`src/rtl/glyph_fetch.sv`:
```
// glyph_fetch: three-register pixel pipeline from VGA counts to RGB 3-3-2 via tile map, glyph ROM and palette.
// Optional blinking cursor overlay is compiled in when CURSOR_OVERLAY_EN is defined.
module glyph_fetch #(
  parameter int COLS = 40,
  parameter int ROWS = 30
) (
  input  logic        clk,
  input  logic        reset,
  input  logic [9:0]  hCount,
  input  logic [9:0]  vCount,
  input  logic        bright_in,
  input  logic        hSync_in,
  input  logic        vSync_in,
  output logic [10:0] tile_addr,
  input  logic [7:0]  tile_data,
  output logic [8:0]  glyph_addr,
  input  logic [15:0] glyph_data,
`ifdef CURSOR_OVERLAY_EN
  input  logic [5:0]  cursor_col,
  input  logic [4:0]  cursor_row,
  input  logic        cursor_on,
`endif
  output logic [7:0]  rgb,
  output logic        bright,
  output logic        hSync,
  output logic        vSync
);

  localparam int             LATENCY   = 3;
  localparam logic [9:0]     H_ACTIVE  = 10'(COLS * 16);
  localparam logic [9:0]     V_ACTIVE  = 10'(ROWS * 16);
  localparam logic [10:0]    COLS_W    = 11'(COLS);
  localparam logic [7:0]     BLACK     = 8'h00;
  // {bright, hSync, vSync} idle value: syncs are active-low
  localparam logic [2:0]     SYNC_IDLE = 3'b011;
  localparam logic [3*LATENCY-1:0] SYNC_RST = {LATENCY{SYNC_IDLE}};

  function automatic logic [7:0] pal_color(input logic [2:0] idx);
    logic [7:0] c;
    case (idx)
      3'd0:    c = 8'h00;
      3'd1:    c = 8'h03;
      3'd2:    c = 8'h1C;
      3'd3:    c = 8'h1F;
      3'd4:    c = 8'hE0;
      3'd5:    c = 8'hE3;
      3'd6:    c = 8'hFC;
      default: c = 8'hFF;
    endcase
    return c;
  endfunction

  logic [5:0]  h_tile;
  logic [4:0]  v_tile;
  logic        valid0_d;

  // Stage 0 state
  logic [10:0] tile_addr_q, tile_addr_d;
  logic [3:0]  col0_q, col0_d;
  logic [3:0]  row0_q, row0_d;
  logic        valid0_q;

  // Stage 1 state
  logic [8:0]  glyph_addr_q, glyph_addr_d;
  logic [2:0]  pal1_q, pal1_d;
  logic [3:0]  col1_q, col1_d;
  logic        valid1_q, valid1_d;

  // Stage 2 state
  logic [7:0]  rgb_q, rgb_d;
  logic        pix;
  logic [7:0]  rgb_base;

  logic [3*LATENCY-1:0] sync_q, sync_d;

  assign h_tile = hCount[9:4];
  assign v_tile = vCount[8:4];

  always_comb begin
    valid0_d    = bright_in & (hCount < H_ACTIVE) & (vCount < V_ACTIVE);
    // Blanked positions read address 0 so the tile map never sees an out-of-range address
    tile_addr_d = valid0_d ? (11'(v_tile) * COLS_W + 11'(h_tile)) : 11'd0;
    col0_d      = hCount[3:0];
    row0_d      = vCount[3:0];
  end

  always_comb begin
    glyph_addr_d = {tile_data[4:0], row0_q};
    pal1_d       = tile_data[7:5];
    col1_d       = col0_q;
    valid1_d     = valid0_q;
  end

  always_comb begin
    sync_d = {sync_q[3*LATENCY-4:0], bright_in, hSync_in, vSync_in};
  end

`ifdef CURSOR_OVERLAY_EN
  logic [5:0] frame_cnt_q, frame_cnt_d;
  logic       vs_prev_q, vs_prev_d;
  logic       hit0_q, hit0_d;
  logic       hit1_q, hit1_d;

  always_comb begin
    vs_prev_d   = vSync_in;
    frame_cnt_d = frame_cnt_q;
    if (vs_prev_q && !vSync_in)
      frame_cnt_d = frame_cnt_q + 6'd1;
    // frame_cnt[5] is the blink phase: 32 frames on, 32 off
    hit0_d = cursor_on & frame_cnt_q[5] & valid0_d &
             (h_tile == cursor_col) & (v_tile == cursor_row);
    hit1_d = hit0_q;
  end

  always_ff @(posedge clk or posedge reset) begin
    if (reset) begin
      frame_cnt_q <= 6'd0;
      vs_prev_q   <= 1'b1;
      hit0_q      <= 1'b0;
      hit1_q      <= 1'b0;
    end else begin
      frame_cnt_q <= frame_cnt_d;
      vs_prev_q   <= vs_prev_d;
      hit0_q      <= hit0_d;
      hit1_q      <= hit1_d;
    end
  end
`endif

  always_comb begin
    pix      = glyph_data[4'd15 - col1_q];
    rgb_base = (valid1_q && pix) ? pal_color(pal1_q) : BLACK;
    rgb_d    = rgb_base;
`ifdef CURSOR_OVERLAY_EN
    if (hit1_q)
      rgb_d = ~rgb_base;
`endif
  end

  always_ff @(posedge clk or posedge reset) begin
    if (reset) begin
      tile_addr_q  <= 11'd0;
      col0_q       <= 4'd0;
      row0_q       <= 4'd0;
      valid0_q     <= 1'b0;
      glyph_addr_q <= 9'd0;
      pal1_q       <= 3'd0;
      col1_q       <= 4'd0;
      valid1_q     <= 1'b0;
      rgb_q        <= BLACK;
      sync_q       <= SYNC_RST;
    end else begin
      tile_addr_q  <= tile_addr_d;
      col0_q       <= col0_d;
      row0_q       <= row0_d;
      valid0_q     <= valid0_d;
      glyph_addr_q <= glyph_addr_d;
      pal1_q       <= pal1_d;
      col1_q       <= col1_d;
      valid1_q     <= valid1_d;
      rgb_q        <= rgb_d;
      sync_q       <= sync_d;
    end
  end

  assign tile_addr  = tile_addr_q;
  assign glyph_addr = glyph_addr_q;
  assign rgb        = rgb_q;
  assign bright     = sync_q[3*LATENCY-1];
  assign hSync      = sync_q[3*LATENCY-2];
  assign vSync      = sync_q[3*LATENCY-3];

endmodule

```
`config.mk`:
```
export PLATFORM = sky130hd
export DESIGN_NAME = glyph_fetch
export DESIGN_NICKNAME = d
export VERILOG_FILES = /design/src/rtl/glyph_fetch.sv
export SDC_FILE = /design/constraint.sdc
export NUM_CORES = 1
export LEC_CHECK = 0
export CORE_MARGIN = 5
export CORE_UTILIZATION = 42
export DETAILED_ROUTE_END_ITERATION = 6
export GPL_TIMING_DRIVEN = 1
export PLACE_DENSITY = 0.8
export REMOVE_ABC_BUFFERS = 1
export SLEW_MARGIN = 20
export SYNTH_ARGS = -nofsm -noshare
export SYNTH_HDL_FRONTEND = slang
export SYNTH_SLANG_ARGS = --single-unit
```
`constraint.sdc`:
```
create_clock -name clk -period 1.6 [get_ports clk]
set_input_delay 0.16 -clock clk [delete_from_list [all_inputs] [get_ports clk]]
set_output_delay 0.16 -clock clk [all_outputs]
set_load 0.05 [all_outputs]
```
* Word-level counts from Yosys, hierarchy flattened
Index checks and enable logic that the tools add are counted.
Widths: inputs -> output; s select.
** Word-level totals
- Bits in registers :: 54
- Bits in latches :: 0
- Memory bits (writable) :: 0
- ROM bits :: 0
- Output and inout bits :: 31
- Word-level logic and storage cells :: 31
- Memories kept :: 0
** Cells by class
- $add $sub $neg :: 2
- Multiply operators :: 1
- Divide/modulo/power cells :: 0
- $lt $le $gt $ge :: 3
- Equality and inequality tests :: 6
- Shift-type cells :: 0
- Muxes and demuxes :: 5
- Bitwise logic cells :: 2
- Reductions and logical operators :: 2
** Operators with widths (count)
- $pmux 8 s7 :: 1
- $add 11x6->11 :: 1
- $mux 11 :: 1
- $lt 10x10->1 const B :: 1
- $lt 10x9->1 const B :: 1
- $eq 3x3->1 const B :: 3
- $mul 5x3->8 const B :: 1
- $mux 8 :: 1
- $eq 3x2->1 const B :: 2
- $lt 4x5->1 const B :: 1
- $bmux 1 s4 :: 1
- $sub 4x4->4 const A :: 1
- $eq 3x1->1 const B :: 1
- $logic_not 3->1 :: 1
- $and 1x1->1 :: 2
- $logic_and 1x1->1 :: 1
- $mux 1 :: 1

* Longest topological paths before layout
- Depth in word-level cells :: 5
- Gate-level depth with buffers :: 8

* Worst setup path before layout
No wires, ideal clock.
- Kind :: input to register
- From :: input port vCount[5]
- To :: register tile_addr_q[9] (netlist: tile_addr[9])
- Arrival :: 1.723 ns
- Path slack :: -0.203 ns
- Cell stages on the path :: 8
- Cell sequence :: ha_1 ha_1 inv_1 fa_1 nor2b_1 o211ai_1 or2_0 mux2i_1
** On the way
- Word-level cells in the longest chain between the ends :: 3
- Elaborated cells on any way between the ends :: 5
- Classes of those cells :: 1 x add/sub; 1 x mul; 1 x order compare; 1 x mux; 1 x bitwise
** Ends and longest elaborated chain
- start: declaration :: RTL line 10 : input logic [9:0] vCount,
- $mul 5x3->8 or $lt 10x9->1 (tied branches) :: RTL line 82, 80
- $add 11x6->11 or $and 1x1->1 (tied branches) :: RTL line 82, 80
- $mux 11 (*) :: RTL line 82 : tile_addr_d = valid0_d ? (11'(v_tile) * COLS_W + 11'(h_tile)) : 11'd0;
- net tile_addr_d[9] :: RTL line 58 : logic [10:0] tile_addr_q, tile_addr_d;
- end signal: assignment :: RTL line 153 : tile_addr_q <= tile_addr_d;
- end: declaration :: RTL line 58
Mark *: on every way through the listed nets, which the timed path passes. The rest lies on a longest branch.

* Worst setup path in the final report
- From :: input port vCount[7]
- To :: register tile_addr_q[9] (netlist: tile_addr[9])
The elaborated chain is that of the path after synthesis.

==> metrics.csv <==
stage,metric,value,unit
logic_synthesis,ys_seq_elements,49,
logic_synthesis,netlist-cell-type-count,32,
clock_network,cts_root_buffer,clkbuf_8,
clock_network,numCtsBuffers,5,
critical_path,arrival,1770,ps
route,detail-route-antenna-nets,0,
clock_network,hold_buffers,0,
sta,max_slew_margin,0.745,
pwr,ir_drop,0.000378,V
layout,antenna_cells,0,
die,die_y,76.6,um
die,core_area,0.00432,mm2
grt,grt_pass1_vias,1480,
sta,clock_skew,5.97,ps
sta,final_max_slew_viol_count,0,
clock_network,clock_path_buffers,2,
layout,multi_input_area,623,um2
layout,nFillCells,344,
placed_design,numPlacedInstances,271,
grt,track_usage,0.151,
critical_path,worst-setup-path-type,in2reg,
route,routed_wl,4050,um
layout,drive_above_1_share,0.378,
sta,worstMarginPinSlew,383,ps
critical_path,slowest_delay,440,ps
clock_network,cts_tree,yes,
logic_synthesis,seq_area_frac_synth,0.663,
layout,fin_area,0.00289,mm2
logic_synthesis,avgSynthCellArea,14.3,um2
die,die_area,0.00586,mm2
clock_network,clk_pin_slew,90,ps
route,drt_iter0_markers,42,
placed_design,port_buffers,79,
die,pin_count,80,
critical_path,worstSetupStartpointType,input pin,
min_path,hp-class,in2async,
critical_path,path_cells,buf_2 > ha_4 > ha_4 > inv_2 > fa_2 > nor2b_2 > o211ai_1 > or2_0 > mux2i_1,
pwr,powerDensity,910,mW/mm2
logic_synthesis,yosysWarnings,0,
placed_design,dp_hpwl,3130,um
grt,overflow,0,
layout,final_util,0.669,
die,start_util,0.430,
critical_path,crit_path_max_fanout,2,
route,vias_per_cell,4.61,
sta,rsz0062_at_grt,no,
layout,fin_cells,282,
run_status,outcome,finished clean,
critical_path,worst_path_most_repeated_cell,ha_4,
route,detail_route.wl_per_cell,14.4,um
run,cap_viol_max_count,0,
pwr,p_leak,0.00138,uW
route,drc,0,
layout,register_area,0.00123,mm2
die,die_w,76.6,um
clock_network,htreeDepth,2,
grt,antenna_found_initial,0,
logic_synthesis,synthCells,130,
route,firstDrtPassIters,2,
placed_design,placed_cell_area,0.00272,mm2
layout,area_delta_synth_final,55.5,%
sta,clock.fmax,650,MHz
die,rows,24,
critical_path,crit_slowest_cell,fa_2,
critical_path,cp.required,1830,ps
sta,setup_viol,0,
sta,fin_crit_sh,0.962,
logic_synthesis,syn-cell-area,0.00186,mm2
route,via_count,1299,
sta,finalHoldViolCount,0,
clock_network,insertion_delay,300,ps
layout,nets,289,
grt,grt_pass1_wl,6920,um
critical_path,worstSetupEndpointType,register,
grt,grt_max_degree,50,
placed_design,gp_congestion,0.803,
clock_network,clock-sinks,49,
sta,min_period,1540,ps
power breakdown:
group / internal [uW] / switching (uW) / total, uW
combinational: 305 / 298 / 604
clock: 310 / 393 / 702
sequential: 1300 / 22.7 / 1320
total: 1920 / 714 / 2630
cell usage after synthesis (all sizes together):
master	instances	area share
fa	2	0.022
o21ai	4	0.011
nor3	1	0.0027
nand4b	1	0.0047
nand3	1	0.0027
nor2b	6	0.020
ha	9	0.061
nor2	9	0.018
dfstp	6	0.085
and3	1	0.0034
mux2i	5	0.027
xor2	3	0.014
o211ai	1	0.0040
or2	1	0.0034
a221oi	2	0.0094
a22oi	1	0.0067
xnor2	2	0.0094
and2	4	0.013
a21oi	1	0.0027
mux4	2	0.024
o22ai	1	0.0034
buf	6	0.026
a21o	2	0.0081
nand2	4	0.0081
inv	9	0.018
dfrtp	43	0.58
nand2b	2	0.011
nand4	1	0.0034
worst paths after layout:
check / start / to / slack, ps / depth (start not counted)
worst max-delay path: vCount[7] / tile_addr[9] / 60 / 9
worst min-delay path: reset / rgb[4] / 220 / 3
worst max register to register: col1_q[0] / rgb[1] / 90 / 4
worst min register to register: valid0_q / valid1_q / 350 / 0
max in group asynchronous: reset / sync_q[0] / 1110 / 3
min in group clk: hSync_in / sync_q[1] / 250 / 1
cells in the final DEF (no fill, tap or decap), types with 2 or more instances in the layout:
cell type        count
a21o_1               2
a221oi_1             2
and2_1               4
buf_2                3
buf_4               49
clkbuf_2             2
clkbuf_8             5
clkdlybuf4s50_1     42
clkinv_4             2
dfrtp_1             43
dfstp_2              6
fa_2                 2
ha_1                 4
ha_4                 4
inv_1                6
inv_2                3
mux2i_1              5
mux4_2               2
nand2_1              4
nor2_1               9
nor2b_1              4
o21ai_1              2
xor2_1               3
timing repair:
| action | CTS | global route |
|---|---|---|
| buffers inserted | 3 | 0 |
| pin swaps | 6 | 6 |
| endpoints found under the setup margin | 6 | 4 |
| gates resized for setup | 25 | 9 |
metal layers:
layer,global-route usage,share of wire,up-vias
met5,0,0,-
met4,0.0699,0.029,0
met3,0.0567,0.081,13
met2,0.261,0.51,58
met1,0.161,0.38,608
li1,-,-,620
area by class of cell:
class,instances,area share
clock buffers,5,0.0238
clock inverters,3,0.00779
inverters,9,0.0117
multi-input cells,66,0.215
flip-flops and latches,49,0.426
well taps,52,0.0225
repair buffers,98,0.292
cells by family after synthesis:
group                      Yosys count  share of synthesized area
buffers and inverters               15                     0.0444
adders and majority gates           11                     0.0820
AOI/OAI and AO/OA                   12                     0.0451
and+or+nand+nor                     31                     0.0908
muxes                                7                     0.0511
xor gates and xnor gates             5                     0.0235
DFF                                 49                      0.663
worst max-delay path, delay by kind of cell:
family / cells / cell delay (ps)
buffers and inverters: 2 / 170
adders and majority gates: 3 / 840
AOI/OAI and AO/OA: 1 / 110
muxes: 1 / 130
and+or+nand+nor: 2 / 360
flip-flops by register name, summed over array words and instances, names as in the netlist:
register	count
glyph_addr	9
sync_q	9
rgb	3
col0_q	4
col1_q	4
row0_q	4
tile_addr	11
valid0_q	1
valid1_q	1
pal1_q	3
stage by stage:
stage	setup TNS (ps)	total power (uW)	setup WS (ps)	hold slack, ps
global placement	-2950	1890	-686	332
detailed placement	-3190	1910	-753	336
floorplan	-293	1630	-203	164
finish	0	2630	60.6	218
global route	0	2780	8.90	234
CTS	0	2660	5.05	220
Power figures use the tool's default switching activity.
